**src/rtl/fight_pkg.sv**
```systemverilog
// Shared fight definitions: player state encodings, frame data, geometry.
package fight_pkg;

    typedef enum logic [3:0] {
        ST_NORMAL    = 4'd0,
        ST_MOVE_FWD  = 4'd1,
        ST_MOVE_BWD  = 4'd2,
        ST_JUMP      = 4'd3,
        ST_ATK_START = 4'd4,
        ST_ATK_ACT   = 4'd5,
        ST_ATK_REC   = 4'd6,
        ST_DIR_START = 4'd7,
        ST_HITSTUN   = 4'd8,
        ST_BLOCKSTUN = 4'd9,
        ST_KO        = 4'd10
    } player_state_e;

    localparam int unsigned POS_W    = 10;
    localparam int unsigned GAP_W    = 11;
    localparam int unsigned STUN_W   = 5;
    localparam int unsigned HEALTH_W = 3;

    localparam int unsigned SPRITE_W     = 64;
    localparam int unsigned REACH_NORMAL = 32;
    localparam int unsigned REACH_DIR    = 48;

    localparam int unsigned HITSTUN_NORMAL   = 12;
    localparam int unsigned HITSTUN_DIR      = 16;
    localparam int unsigned BLOCKSTUN_NORMAL = 8;
    localparam int unsigned BLOCKSTUN_DIR    = 10;

    localparam int unsigned MAX_HEALTH = 3;
    localparam int unsigned DAMAGE     = 1;

endpackage

```
**src/rtl/hit_resolver_stun_timer.sv**
```systemverilog
// Loadable stun frame down-counter; expire marks the last stun tick.
module stun_timer
    import fight_pkg::*;
(
    input  logic              clk,
    input  logic              reset,
    input  logic              load_i,
    input  logic [STUN_W-1:0] load_val_i,
    input  logic              en_i,
    output logic [STUN_W-1:0] value_o,
    output logic              expire_o
);

    logic [STUN_W-1:0] value_q;
    logic [STUN_W-1:0] value_d;

    always_comb begin
        value_d = value_q;
        if (load_i) begin
            value_d = load_val_i;
        end else if (en_i && value_q != '0) begin
            value_d = value_q - 1'b1;
        end
    end

    always_ff @(posedge clk or posedge reset) begin
        if (reset) begin
            value_q <= '0;
        end else begin
            value_q <= value_d;
        end
    end

    assign value_o  = value_q;
    assign expire_o = (value_q == STUN_W'(1));

endmodule

```
**src/rtl/hit_resolver.sv**
```systemverilog
// Defender hit/block/whiff resolution, stun states and health.
// Optional: define CHIP_DAMAGE_EN for chip damage on blocked directionals.
module hit_resolver
    import fight_pkg::*;
(
    input  logic                clk,
    input  logic                reset,
    input  logic                opp_attack_active,
    input  logic                opp_dir_attack,
    input  logic [POS_W-1:0]    opp_x,
    input  logic [POS_W-1:0]    self_x,
    input  logic                block_req,
    output logic [3:0]          state,
    output logic                stun,
    output logic [STUN_W-1:0]   stun_frames,
    output logic [HEALTH_W-1:0] health,
    output logic                hit_pulse,
    output logic                block_pulse,
    output logic                ko
);

    player_state_e       state_q, state_d;
    logic [HEALTH_W-1:0] health_q, health_d;
    logic                armed_q, armed_d;
    logic                hit_q, hit_d;
    logic                blk_q, blk_d;

    logic [GAP_W-1:0]    front, opp_ext, gap, reach;
    logic                in_range, contact, blocked, in_stun;
    logic [HEALTH_W-1:0] hit_health;

    logic                tmr_load, tmr_en, tmr_expire;
    logic [STUN_W-1:0]   tmr_val;

    assign front   = {1'b0, self_x} + GAP_W'(SPRITE_W);
    assign opp_ext = {1'b0, opp_x};
    assign gap     = (opp_ext < front) ? '0 : opp_ext - front;
    assign reach   = opp_dir_attack ? GAP_W'(REACH_DIR)
                                    : GAP_W'(REACH_NORMAL);
    assign in_range = (gap <= reach);

    assign in_stun = (state_q == ST_HITSTUN) || (state_q == ST_BLOCKSTUN);
    assign contact = opp_attack_active && armed_q && in_range
                     && (state_q != ST_KO);
    assign blocked = block_req && (state_q != ST_HITSTUN);

    assign hit_health = (health_q > HEALTH_W'(DAMAGE))
                      ? health_q - HEALTH_W'(DAMAGE) : '0;

    always_comb begin
        state_d  = state_q;
        health_d = health_q;
        armed_d  = opp_attack_active ? armed_q : 1'b1;
        hit_d    = 1'b0;
        blk_d    = 1'b0;
        tmr_load = 1'b0;
        tmr_val  = '0;
        tmr_en   = 1'b0;
        if (state_q == ST_KO) begin
            state_d = ST_KO;
        end else if (contact) begin
            armed_d = 1'b0;
            if (!blocked) begin
                health_d = hit_health;
                hit_d    = 1'b1;
                tmr_load = 1'b1;
                if (hit_health == '0) begin
                    state_d = ST_KO;
                end else begin
                    state_d = ST_HITSTUN;
                    tmr_val = opp_dir_attack ? STUN_W'(HITSTUN_DIR)
                                             : STUN_W'(HITSTUN_NORMAL);
                end
            end else begin
                state_d  = ST_BLOCKSTUN;
                blk_d    = 1'b1;
                tmr_load = 1'b1;
                tmr_val  = opp_dir_attack ? STUN_W'(BLOCKSTUN_DIR)
                                          : STUN_W'(BLOCKSTUN_NORMAL);
`ifdef CHIP_DAMAGE_EN
                // Chip damage floors at 1 so a block can never KO.
                if (opp_dir_attack && health_q > HEALTH_W'(1)) begin
                    health_d = health_q - HEALTH_W'(1);
                end
`endif
            end
        end else if (in_stun) begin
            tmr_en = 1'b1;
            if (tmr_expire) begin
                state_d = ST_NORMAL;
            end
        end
    end

    always_ff @(posedge clk or posedge reset) begin
        if (reset) begin
            state_q  <= ST_NORMAL;
            health_q <= HEALTH_W'(MAX_HEALTH);
            armed_q  <= 1'b1;
            hit_q    <= 1'b0;
            blk_q    <= 1'b0;
        end else begin
            state_q  <= state_d;
            health_q <= health_d;
            armed_q  <= armed_d;
            hit_q    <= hit_d;
            blk_q    <= blk_d;
        end
    end

    stun_timer u_stun_timer (
        .clk        (clk),
        .reset      (reset),
        .load_i     (tmr_load),
        .load_val_i (tmr_val),
        .en_i       (tmr_en),
        .value_o    (stun_frames),
        .expire_o   (tmr_expire)
    );

    assign state       = state_q;
    assign stun        = in_stun;
    assign health      = health_q;
    assign hit_pulse   = hit_q;
    assign block_pulse = blk_q;
    assign ko          = (state_q == ST_KO);

endmodule
```
**config.mk**
```make
export PLATFORM = sky130hd
export DESIGN_NAME = hit_resolver
export DESIGN_NICKNAME = d
export VERILOG_FILES = /design/src/rtl/fight_pkg.sv /design/src/rtl/hit_resolver_stun_timer.sv /design/src/rtl/hit_resolver.sv
export SDC_FILE = /design/constraint.sdc
export NUM_CORES = 1
export LEC_CHECK = 0
export ABC_AREA = 1
export CORE_MARGIN = 8
export CORE_UTILIZATION = 54
export CTS_CLUSTER_SIZE = 40
export DETAILED_ROUTE_END_ITERATION = 16
export PLACE_DENSITY = 0.87
export SYNTH_ARGS = -nofsm -noshare
export SYNTH_HDL_FRONTEND = slang
export SYNTH_SLANG_ARGS = --single-unit
```
**constraint.sdc**
```tcl
create_clock -name clk -period 2.7 [get_ports clk]
set_clock_uncertainty 0.05 [all_clocks]
set_input_delay 0.27 -clock clk [delete_from_list [all_inputs] [get_ports clk]]
set_output_delay 0.27 -clock clk [all_outputs]
set_load 0.1 [all_outputs]
```
==> results.txt, run 1 <==
- Dividing total power by cell area gives a power density of 868.8 nW/um2.
- Required @ worst endpoint: 2.79 ns
- The number of global-route vias before repair came to 2457.
* Root Buffer Master: sky130_fd_sc_hd__clkbuf_4
- HPWL after detailed placement: 3.835 mm
- For the pin with the worst max-slew slack, the measured transition is 0.9524 ns.
- After the last flow step, the layout net total stands at 398.
- Die Span Y: 70.93 um
* Worst setup endpoint: state[1]
- For this block, the via count after detailed routing is 2643.
* Final weighted congestion of routability-driven global placement: 0.8600
- Count of unique library cells instantiated by Yosys: 32
* Number of antenna violations at the first check in global routing: 0
- Final Max Tran Viols: 0
- Total power after layout: 2.448 mW
- Across the run, the number of max-cap violations was 0.
- Summing the sequential cell areas from Yosys gives 21.74% of the chip area.
- Final setup violation count: 14
- Clock input transition at the sequential cells of the worst setup and hold paths: 0.09 ns
- Largest net degree at the start of global routing: 15
* Number of non-filler instances in the completed layout: 387
- The setup path with the least slack is of type input port to register.
- Failing checks: negative setup slack
- Clk sinks: 14
* Rel. slew slack: 35.84%
* CTS H-tree lvls: 1
- FMAX: 290.8 MHz
* Kind of start point of the critical path: input port
- The first global-routing pass estimated 11.39 mm of wire.
- In this run the horizontal extent of the chip is 70.93 um.
* Placeable core area: 2953 um2
* Placed Cells: 359
- Post-synthesis register bit count: 14
* Total global routing overflow: 0
- Fraction of the cycle the final worst path needs: 127.4%
- The worst register-to-register path has a depth of 10.
* Slowest cell on the critical path: sky130_fd_sc_hd__ha_4
- Of the cells placed in the final design, the portion with a size suffix greater than 1 is 42.66%.
* Highest-count cells in the layout ignoring fill and taps: sky130_fd_sc_hd__nand2_1, sky130_fd_sc_hd__buf_4, sky130_fd_sc_hd__inv_1, sky130_fd_sc_hd__nand2_2, sky130_fd_sc_hd__dlygate4sd2_1
* Total of warnings raised by yosys: 0
* Utilization of the core after routing: 95.42%
- Initial DRC Count: 525
* Setup slack, reg-to-reg: 0.17 ns
- Mean area per synthesized cell: 6.364 um2
* Endpoint of the worst-slack reg-to-reg timing path: u_stun_timer.value_o[2]
* Post-Place Setup Slack: -1.110 ns
- Combined area of the multi-input logic cells: 1409 um2
- Global routing used 28.34% of the available tracks.
- Filler cell count in the final layout: 82
* Number of I/O port buffers: 39
- Worst path top cell family by delay: buffers and inverters
- The flow ran to the end, but the final reports show violations.
- The final layout contains routed wiring with a total length of 9.379 mm.
- Hold-fix buffers at CTS: 0
* Starting utilization of the core area: 55.17%
- Minimum clock period: 3.439 ns
* Number of diodes: 0
- Routed wire length per instance: 24.24 um
- Compared with the post-synthesis result, the final layout area differs by 72.96%.
- The worst-case IR drop observed on VDD is 0.3589 mV.
* Drc violations: 0
- Synthesis produced a netlist whose cell count is 256.
- TritonCTS built the clock tree.
- Counting stages on the worst path, the most repeated cell is sky130_fd_sc_hd__buf_4.
- Post-synthesis net count: 299
- Once detail routing completed, the nets flagged for antenna violations numbered 0.
* Number of optimization iterations in the first detailed-route pass: 9
* Setup crit end kind: register
- Critical path origin: self_x[6]
- Static Leakage: 1.517 nW
* Clock latency of the later-clocked register in the worst-skew pair: 0.29 ns
- Crit. path cell count: 23
- Die area: 5030 um2
* CP max stage delay: 0.31 ns
* Critical register-to-register path startpoint: state[3]
- 41 I/O pins were placed.
- Critical path cell sequence: buf_8, ha_4, xnor2_4, ha_4, nand2_4, nor2_4, nand3_2, buf_4, buf_4, buf_4, buf_4, buf_4, buf_4, buf_4, buf_4, buf_4, nand4_1, nand2_1, nand2_1, o21bai_4, buf_6, a31oi_1, nand2_1
* Per-cell via count in the routed design: 6.829
- Unrepaired setup endpoints after global routing: yes
- CTS Buf Count: 3
- After synthesis the cells add up to 1629 um2.
* Worst Path Max Fanout: 6
- Clock Tree Buf Depth: 2
- Data arrival time at the worst-slack endpoint: 3.53 ns
* Row count: 20
- Seq. cell area: 356.6 um2
* Setup slack of the critical path after layout: -0.7387 ns
* Buffers and inverters on the worst path: 11
* Final Hold Vio Count: 0
- The tightest min-delay check is of the input port to asynchronous set/reset pin type.
-- cell usage after synthesis --
cell,count,area share [%]
sky130_fd_sc_hd__xor2_1,5,2.7
sky130_fd_sc_hd__clkinv_1,1,0.23
sky130_fd_sc_hd__o21bai_4,1,1.2
sky130_fd_sc_hd__or2_2,1,0.38
sky130_fd_sc_hd__o21bai_1,1,0.46
sky130_fd_sc_hd__buf_4,1,0.46
sky130_fd_sc_hd__fa_1,1,1.2
sky130_fd_sc_hd__a31oi_1,1,0.38
sky130_fd_sc_hd__nand3_4,1,1.1
sky130_fd_sc_hd__inv_2,1,0.23
sky130_fd_sc_hd__nor2_8,1,1.2
sky130_fd_sc_hd__nand3_1,16,4.9
sky130_fd_sc_hd__xnor2_1,2,1.1
sky130_fd_sc_hd__nand4_1,10,3.8
sky130_fd_sc_hd__nor2_2,2,0.77
sky130_fd_sc_hd__conb_1,1,0.23
sky130_fd_sc_hd__nand4_2,1,0.77
sky130_fd_sc_hd__o21ai_0,9,2.8
sky130_fd_sc_hd__nor2_1,16,3.7
sky130_fd_sc_hd__o21ai_2,1,0.54
sky130_fd_sc_hd__a21oi_1,10,3.1
sky130_fd_sc_hd__nand3b_1,1,0.46
sky130_fd_sc_hd__nand2_4,1,0.69
sky130_fd_sc_hd__nor3_1,2,0.61
sky130_fd_sc_hd__o21ai_1,1,0.31
sky130_fd_sc_hd__dfstp_2,3,4.8
sky130_fd_sc_hd__o21a_1,1,0.46
sky130_fd_sc_hd__dfrtp_1,11,17
sky130_fd_sc_hd__inv_1,50,12
sky130_fd_sc_hd__nand2_1,85,20
sky130_fd_sc_hd__nand2_2,1,0.38
sky130_fd_sc_hd__ha_1,17,13
-- metal layers --
metal	GRT usage (%)	wire length (um)	vias up	part of all wire (%)
li1	-	-	1008	-
met1	28.62	2802	1163	30
met2	48.30	4214	332	45
met3	7.486	1309	140	14
met4	22.86	1052	0	11
met5	0	0	-	0
-- area by class of cell --
cell class | count | area share [%]
well taps | 33 | 1.465
flip-flops and latches | 14 | 12.66
multi-input cells | 190 | 50.00
clock buffers | 4 | 1.288
inverters | 52 | 7.105
repair buffers | 94 | 27.49
-- repair_timing --
item	in CTS	in global routing
resized for setup	67	37
endpoints found under the setup margin	14	14
setup buffers	20	3
cloned	1	0
pin swaps	30	14
-- state kept, by name, indices dropped and copies added (netlist names) --
name                  count
block_pulse               1
state                     3
hit_pulse                 1
health                    3
u_stun_timer.value_o      5
armed_q                   1
-- worst min path at each step --
| stage | start | end | cells past startpoint | slack, ns |
|---|---|---|---|---|
| after floorplan | reset | block_pulse | 1 | 0.11 |
| after global placement | state[3] | state[3] | 2 | 0.45 |
| after detailed placement | u_stun_timer.value_o[4] | u_stun_timer.value_o[4] | 2 | 0.48 |
| after CTS | reset | u_stun_timer.value_o[1] | 2 | 0.29 |
| after global routing | reset | u_stun_timer.value_o[3] | 2 | 0.35 |
| final | reset | u_stun_timer.value_o[0] | 2 | 0.27 |
-- stage by stage --
step	TNS [ns]	hold slack, ns	area (um2)
5_1_grt	-10.01	0.3534	2818
2_1_floorplan	-4.022	0.1069	1703
4_1_cts	-3.194	0.2856	2683
3_5_place_dp	-14.49	0.4767	2330
6_report	-8.257	0.2728	2818
3_3_place_gp	-12.05	0.4544	2330
-- cell families after synthesis --
kind of cell,count (synthesis),synth area share [%]
AND/OR/NAND/NOR,138,38.40
buffers and inverters,53,12.44
AO/OA/AOI/OAI,25,9.140
adder cells (fa/ha/maj),18,14.29
flip-flops,14,21.74
XOR/XNOR,7,3.764
other,1,0.2302
-- where the power goes --
| group | internal, mW | leakage (nW) | switching (mW) |
|---|---|---|---|
| registers | 0.294 | 0.166 | 0.0985 |
| clock network | 0.0822 | 0.0210 | 0.0757 |
| logic | 0.532 | 1.33 | 1.37 |
Power figures use the tool's default switching activity.
==> run 2: changes to the inputs <==
CORE_UTILIZATION = 45   (was 54)
PLACE_DENSITY = 0.74   (was 0.87)
==> run 2 against run 1 <==
- the flow still finishes with violations (negative setup slack)
- die area up 15%
- first-iteration DRC count shrank 77%
- combinational power decreased by 15%
- worst setup slack better by 0.49 ns
- worst hold slack lost 0.0074 ns
- global-route usage is 12 points lower
- sequential cell count unchanged
- cell count rose by 5.2%
- register-to-register slack better by 0.53 ns
- highest routed layer unchanged
- sequential share of layout area increased by 0.079 points
==> results.txt, run 2 (synthesized netlist as in run 1, its figures left out) <==
- Ratio of cells with drive above 1 in the final layout: 39.55% (was 42.66%)
- Final weighted congestion of routability-driven global placement: 0.8473 (was 0.8600)
- Final setup violation count: 14 (unchanged)
* Power per cell area: 759.6 nW/um2 (was 868.8 nW/um2)
- The cell leakage power was 1.541 nW (was 1.517 nW).
- The total core area came to 3578 um2 (was 2953 um2).
- CTS H-tree lvls: 1 (unchanged)
- The total global-route track usage came to 16.38% (was 28.34%).
* Total power after layout: 2.127 mW (was 2.448 mW)
- Status: finished with violations (unchanged).
- The sequential cell area in the final layout came to 356.6 um2 (unchanged).
* Die area: 5801 um2 (was 5030 um2)
- Drc violations: 0 (unchanged)
* Utilization of the core after routing: 78.25% (was 95.42%)
- Failing checks: negative setup slack (unchanged).
* VDD IR-drop max: 0.3432 mV (was 0.3589 mV)
- The average wire per cell in the routed design is 12.34 um (was 24.24 um).
* Critical register-to-register path startpoint: state[3] (unchanged)
- Worst hold slack: 0.2654 ns (was 0.2728 ns)
* Required @ worst endpoint: 2.87 ns (was 2.79 ns)
- The initial standard-cell utilization of the core was 45.52% (was 55.17%).
- Number of optimization iterations in the first detailed-route pass: 4 (was 9)
* Clk sinks: 14 (unchanged)
- The data arrival at the endpoint of the critical path is 3.12 ns (was 3.53 ns).
- The kind of capture point of the worst setup path was a register (unchanged).
* Root Buffer Master: sky130_fd_sc_hd__clkbuf_4 (unchanged)
* Minimum clock period: 2.948 ns (was 3.439 ns)
- The number of antenna violations at the first check in global routing is 0 (unchanged).
- The first-pass GRT wire length was 8.231 mm (was 11.39 mm).
* Number of maximum-capacitance violations: 0 (unchanged)
- Clock latency of the later-clocked register in the worst-skew pair: 0.29 ns (about the same)
- The number of pins exceeding their max-slew limit in the final report is 0 (unchanged).
- The height of the die came to 76.17 um (was 70.93 um).
* Die width: 76.17 um (was 70.93 um)
* Largest net degree at the start of global routing: 15 (unchanged)
* Critical path origin: self_x[6] (unchanged)
- The post-route non-filler standard cell count is 407 (was 387).
- The portion of the clock cycle consumed by the worst path in the final layout was 109.2% (was 127.4%).
- HPWL after detailed placement: 3.352 mm (was 3.835 mm)
- Post-Place Setup Slack: -1.030 ns (was -1.110 ns)
- The relative max-transition margin is 60.17% (was 35.84%).
- Unrepaired setup endpoints after global routing: yes (unchanged)
* Clock tree from TritonCTS: done (unchanged)
- Slowest cell on the critical path: sky130_fd_sc_hd__ha_4 (unchanged)
- Antenna-violating nets left: 0 (unchanged)
- The final-layout fill cell count is 264 (was 82).
- Start-to-end type of the worst setup path: input port to register (unchanged)
- Critical path cell sequence: buf_8, ha_4, xnor2_4, ha_4, nand2_4, a21oi_2, nor2_2, nand3_2, nand2_2, nand2_2, nand2_2, or2_4, ha_4, nand3_2, a21oi_2, a21oi_1, nand2_1, nand4_2, o21bai_4, nand3_4, nor2_8, nand2_1, o21ai_1 (was buf_8, ha_4, xnor2_4, ha_4, nand2_4, nor2_4, nand3_2, buf_4, buf_4, buf_4, buf_4, buf_4, buf_4, buf_4, buf_4, buf_4, nand4_1, nand2_1, nand2_1, o21bai_4, buf_6, a31oi_1, nand2_1)
- Nets@finish: 403 (was 398)
- The kind of start point of the critical path was an input port (unchanged).
- Setup slack of the critical path after layout: -0.2475 ns (was -0.7387 ns)
- The final hold violation count came to 0 (unchanged).
- Actual transition at the worst max-transition pin: 0.5912 ns (was 0.9524 ns)
* Placed Cells: 374 (was 359)
- The total of buffers placed on input and output ports is 39 (unchanged).
- Max reg flops: 5 (unchanged)
- The final routed wirelength across all metal layers came to 5.022 mm (was 9.379 mm).
- The total area of multi-input combinational cells is 1345 um2 (was 1409 um2).
- CP max stage delay: 0.29 ns (was 0.31 ns)
* Vias in the first global route: 2005 (was 2457)
- The instance area after placement is 2349 um2 (was 2330 um2).
- The clock-pin transition on the worst setup and hold timing paths was 0.08 ns (was 0.09 ns).
- The detail-routed via count per cell is 4.808 (was 6.829).
- The diode insertion count for antenna repair came to 0 (unchanged).
* Area added between synthesis and finish: 71.89% (was 72.96%)
- The total number of vias was 1957 (was 2643).
- The DRC marker count from the first detailed-route iteration came to 122 (was 525).
- The final instance area was 2800 um2 (was 2818 um2).
- Worst Path Max Fanout: 7 (was 6)
- The highest achievable clock rate is 339.3 MHz (was 290.8 MHz).
- The top-level I/O count came to 41 (unchanged).
* Final-layout setup total negative slack: -2.779 ns (was -8.257 ns)
* Worst hold path class: input port to asynchronous set/reset pin (unchanged)
* CTS Buf Count: 3 (unchanged)
* Clock Tree Buf Depth: 2 (unchanged)
- The number of placement rows is 22 (was 20).
- Highest-count cells in the layout ignoring fill and taps: sky130_fd_sc_hd__nand2_1, sky130_fd_sc_hd__buf_4, sky130_fd_sc_hd__inv_1, sky130_fd_sc_hd__nor2_1, sky130_fd_sc_hd__nand3_1 (was sky130_fd_sc_hd__nand2_1, sky130_fd_sc_hd__buf_4, sky130_fd_sc_hd__inv_1, sky130_fd_sc_hd__nand2_2, sky130_fd_sc_hd__dlygate4sd2_1).
- Total global routing overflow: 0 (unchanged)
run 2: cell types whose count changed in the layout (fill, tap and decap cells not counted), moves of 2 or more:
cell	delta
sky130_fd_sc_hd__buf_4	+8
sky130_fd_sc_hd__nand2_1	+8
sky130_fd_sc_hd__nand2_2	-5
sky130_fd_sc_hd__nand2_4	-3
sky130_fd_sc_hd__buf_6	-2
sky130_fd_sc_hd__dlygate4sd2_1	-2
sky130_fd_sc_hd__dlymetal6s2s_1	+2
sky130_fd_sc_hd__inv_1	+2
sky130_fd_sc_hd__inv_2	-2
sky130_fd_sc_hd__o21ai_2	-2
run 2: metal layers:
metal / routed length, um / GRT usage [%] / part of all wire (%)
met5: 0 / 0 / 0
met4: 96 / 6.731 / 1.9
met3: 203 / 3.066 / 4.0
met2: 2651 / 31.36 / 53
met1: 2070 / 16.81 / 41
run 2: path summary, 6_finish.rpt:
check                                          end  slack [ns]  cells after the start
hold reg to reg                           state[3]        0.49                      2
max in group asynchronous                 state[3]        1.96                      2
min in group clk                          state[3]        0.49                      2
setup / recovery                         health[2]       -0.25                     23
hold / removal                         block_pulse        0.27                      2
setup reg to reg           u_stun_timer.value_o[4]        0.70                     10
run 2: repair_timing:
item	in CTS	in global routing
cloned	1	0
pin swaps	27	12
gates resized for setup	57	23
setup buffers	24	4
hold buffers	0	0
setup endpoints to repair	14	14
run 2: power breakdown:
| group | switching [mW] | internal, mW | total (mW) |
|---|---|---|---|
| combinational | 1.10 | 0.512 | 1.61 |
| clock | 0.0705 | 0.0822 | 0.153 |
| sequential | 0.0726 | 0.294 | 0.366 |
| total | 1.24 | 0.888 | 2.13 |
run 2: final cells by class:
class,count,area share [%]
multi-input cells,190,48.03
repair buffers,99,28.73
inverters,52,7.060
flip-flops and latches,14,12.73
well taps,48,2.145
clock buffers,4,1.296
run 2: critical path: cells and delay by family:
family	cells	cell delay (ns)
buf+inv	1	0.10
fa+ha+maj	3	0.72
simple gates	13	1.28
compound gates	5	0.60
xor+xnor	1	0.13
==> run 3: changes to the inputs <==
--- a/config.mk
+++ b/config.mk
@@ -11,5 +11,5 @@
 export CTS_CLUSTER_SIZE = 40
 export DETAILED_ROUTE_END_ITERATION = 16
-export PLACE_DENSITY = 0.74
+export PLACE_DENSITY = 0.77
 export SYNTH_ARGS = -nofsm -noshare
 export SYNTH_HDL_FRONTEND = slang
==> constraint.sdc (replaced) <==
create_clock -name clk -period 2.4 [get_ports clk]
set_clock_uncertainty 0.05 [all_clocks]
set_input_delay 0.36 -clock clk [delete_from_list [all_inputs] [get_ports clk]]
set_output_delay 0.36 -clock clk [all_outputs]
set_load 0.1 [all_outputs]
==> run 3 against run 2 <==
- the run still ends with negative setup slack left
- combinational power up 11%
- cell count down 2.5%
- sequential cell count did not move
- sequential power up 11%
- largest power group unchanged
- register-to-register slack got worse by 0.32 ns
==> results.txt, run 3 (synthesized netlist as in run 1, its figures left out) <==
- Clock group share of total power: 7.0% (was 7.2%)
* Boundary pin count: 41 (unchanged)
* Rel. slew slack: 60.77% (was 60.17%)
- Fraction of the cycle the final worst path needs: 127.1%
- Depth of the most critical reg-to-reg path: 10 (unchanged)
- The diode insertion count for antenna repair came to 0 (unchanged).
* Starting utilization of the core area: 45.52% (unchanged)
* Drc violations: 0 (unchanged)
- The number of antenna violations at the first check in global routing came to 0 (unchanged).
* Slowest cell on the critical path: sky130_fd_sc_hd__ha_4 (unchanged)
* Clock latency of the later-clocked register in the worst-skew pair: 0.28 ns (was 0.29 ns)
- Nets@finish: 393 (was 403)
- Total routing usage reported by global routing: 15.70% (was 16.38%)
* Routed wire length per instance: 12.33 um (was 12.34 um)
* Ratio of cells with drive above 1 in the final layout: 37.82% (was 39.55%)
- CTS H-tree lvls: 1 (unchanged)
- Worst path top cell family by delay: simple AND/OR/NAND/NOR gates (unchanged)
* Final weighted congestion of routability-driven global placement: 0.8933 (was 0.8473)
- Status: finished with violations (unchanged).
- The post-route non-filler standard cell count was 397 (was 407).
- Clk sinks: 14 (unchanged)
- Vias in the first global route: 1968 (was 2005)
- The kind of start point of the critical path is an input port (unchanged).
* Die width: 76.17 um (unchanged)
- Die area: 5801 um2 (unchanged)
- The total of buffers placed on input and output ports was 39 (unchanged).
- The final routed wirelength across all metal layers is 4.896 mm (was 5.022 mm).
* Sw Pwr: 1.381 mW (was 1.239 mW)
- Initial DRC Count: 85 (was 122)
- The count of maximum capacitance violations is 0 (unchanged).
- Seq pwr share: 17.3% (was 17.2%)
* Most common cell on crit path: sky130_fd_sc_hd__nand2_1
* Setup crit end kind: register (unchanged)
- Placeable core area: 3578 um2 (unchanged)
- Combinational group share of total power: 75.7% (was 75.6%)
- Largest net degree at the start of global routing: 15 (unchanged)
- Worst Path Max Fanout: 5 (was 7)
* Hold-fix buffers at CTS: 0 (unchanged)
- The startpoint of the worst register-to-register path is state[3] (unchanged).
* Final Max Tran Viols: 0 (unchanged)
- Power per cell area: 866.8 nW/um2 (was 759.6 nW/um2)
* Worst hold path class: input port to asynchronous set/reset pin (unchanged)
* Max reg flops: 5 (unchanged)
- The type of the setup path with the least slack was input port to register (unchanged).
* Clock input transition at the sequential cells of the worst setup and hold paths: 0.08 ns (about the same)
- Final Hold Vio Count: 0 (unchanged)
- Placed Area: 2347 um2 (was 2349 um2)
- Antenna-violating nets left: 0 (unchanged)
- Die Span Y: 76.17 um (unchanged)
- The total of endpoints with negative setup slack in the final report was 14 (unchanged).
* Switching share of power: 58.75% (was 58.23%)
- Setup slack, reg-to-reg: 0.38 ns (was 0.70 ns)
- The sum of net half-perimeters after detailed placement was 3.335 mm (was 3.352 mm).
- Failing checks: negative setup slack (unchanged).
- The overall overflow remaining after global route came to 0 (unchanged).
- Static Leakage: 1.467 nW (was 1.541 nW)
- The required time of the critical path was 2.53 ns (was 2.87 ns).
* CTS Buf Count: 3 (unchanged)
- Highest-count cells in the layout ignoring fill and taps: sky130_fd_sc_hd__nand2_1, sky130_fd_sc_hd__buf_4, sky130_fd_sc_hd__inv_1, sky130_fd_sc_hd__dlygate4sd2_1 (was sky130_fd_sc_hd__nand2_1, sky130_fd_sc_hd__buf_4, sky130_fd_sc_hd__inv_1, sky130_fd_sc_hd__nor2_1, sky130_fd_sc_hd__nand3_1).
- CP max stage delay: 0.29 ns (about the same)
- The final instance area is 2711 um2 (was 2800 um2).
* Endpoint of the worst-slack reg-to-reg timing path: u_stun_timer.value_o[2] (was u_stun_timer.value_o[4])
- Cell internal power dissipation: 0.9693 mW (was 0.8884 mW)
- The data arrival at the endpoint of the critical path came to 3.18 ns (was 3.12 ns).
* Row count: 22 (unchanged)
* Per-cell via count in the routed design: 4.829 (was 4.808)
- Number of optimization iterations in the first detailed-route pass: 5 (was 4)
- The worst supply voltage drop on vdd was 0.3912 mV (was 0.3432 mV).
- Placed Cells: 374 (unchanged)
- Root Buffer Master: sky130_fd_sc_hd__clkbuf_4 (unchanged)
- The slew of the pin with the lowest slew margin was 0.5823 ns (was 0.5912 ns).
- The CTS tree is done (unchanged).
* Clock Tree Buf Depth: 2 (unchanged)
- FMAX: 327.9 MHz
- The total number of vias is 1917 (was 1957).
- Counting I/O delays and the setup requirement, the final critical path takes 3.050 ns.
- Unrepaired setup endpoints after global routing: yes (unchanged)
* Wire length of the first global-routing pass: 7.941 mm (was 8.231 mm)
- The post-synthesis to final-layout area growth is 66.44% (was 71.89%).
- The worst-case setup margin in the final layout is -0.6500 ns (was -0.2475 ns).
- Leaving out fill and tap cells, the most frequent cell in the layout is sky130_fd_sc_hd__nand2_1.
- Buffers and inverters on the worst path: 3 (was 1)
run 3: changes by cell type in the layout (fill, tap and decap cells not counted), sizes merged:
| cell | before | now |
|---|---|---|
| buf | 78 | 67 |
| dlymetal6s2s | 3 | 0 |
| clkbuf | 4 | 5 |
| dlygate4sd2 | 12 | 15 |
run 3: final cells by class:
| cell class | instances | area (um2) |
|---|---|---|
| Clock buffer | 4 | 36.28 |
| Timing Repair Buffer | 89 | 714.4 |
| Multi-Input combinational cell | 190 | 1348 |
| Sequential cell | 14 | 355.3 |
| Inverter | 52 | 197.7 |
| Fill cell | 270 | 867.1 |
| Tap cell | 48 | 60.06 |
run 3: power by group through the flow:
| stage | logic (mW) | clock network, mW | registers, mW |
|---|---|---|---|
| global route | 1.92 | 0.176 | 0.421 |
| floorplan | 0.728 | 0 | 0.923 |
| global placement | 1.61 | 0 | 0.407 |
| finish | 1.78 | 0.165 | 0.406 |
| detailed placement | 1.63 | 0 | 0.408 |
| CTS | 1.70 | 0.169 | 0.406 |
run 3: repair_timing:
item	4_1_cts	5_1_grt
setup buffers	15	3
cloned	1	0
pin swaps	30	14
setup endpoints to repair	14	14
gates resized for setup	55	24
run 3: per-stage QoR:
stage | power (mW) | TNS [ns] | hold WS, ns | utilization (%) | worst slack, ns
4_1_cts | 2.276 | -7.807 | 0.3778 | 72.62 | -0.6182
6_report | 2.350 | -8.270 | 0.3645 | 75.77 | -0.6500
5_1_grt | 2.515 | -10.48 | 0.4042 | 75.77 | -0.8108
3_3_place_gp | 2.016 | -17.61 | 0.4479 | 65.59 | -1.323
3_5_place_dp | 2.042 | -19.04 | 0.4541 | 65.59 | -1.461
2_1_floorplan | 1.652 | -9.484 | 0.1970 | - | -0.7887
run 3: how the worst max path moves through the flow:
stage                              end  startpoint  depth (start not counted)  slack (ns)
6_report       u_stun_timer.value_o[3]   self_x[7]                         25       -0.65
3_3_place_gp   u_stun_timer.value_o[2]   self_x[7]                         24       -1.32
4_1_cts        u_stun_timer.value_o[1]   self_x[6]                         24       -0.62
3_5_place_dp   u_stun_timer.value_o[1]   self_x[7]                         24       -1.46
5_1_grt        u_stun_timer.value_o[3]   self_x[7]                         25       -0.81
2_1_floorplan  u_stun_timer.value_o[2]   self_x[7]                         23       -0.79
run 3: layer usage:
layer / GRT usage, % / share of wire, % / up-vias
met5: 0 / 0 / -
met4: 6.346 / 3.3 / 0
met3: 3.184 / 4.8 / 17
met2: 31.11 / 53 / 58
met1: 15.18 / 39 / 848
li1: - / - / 994
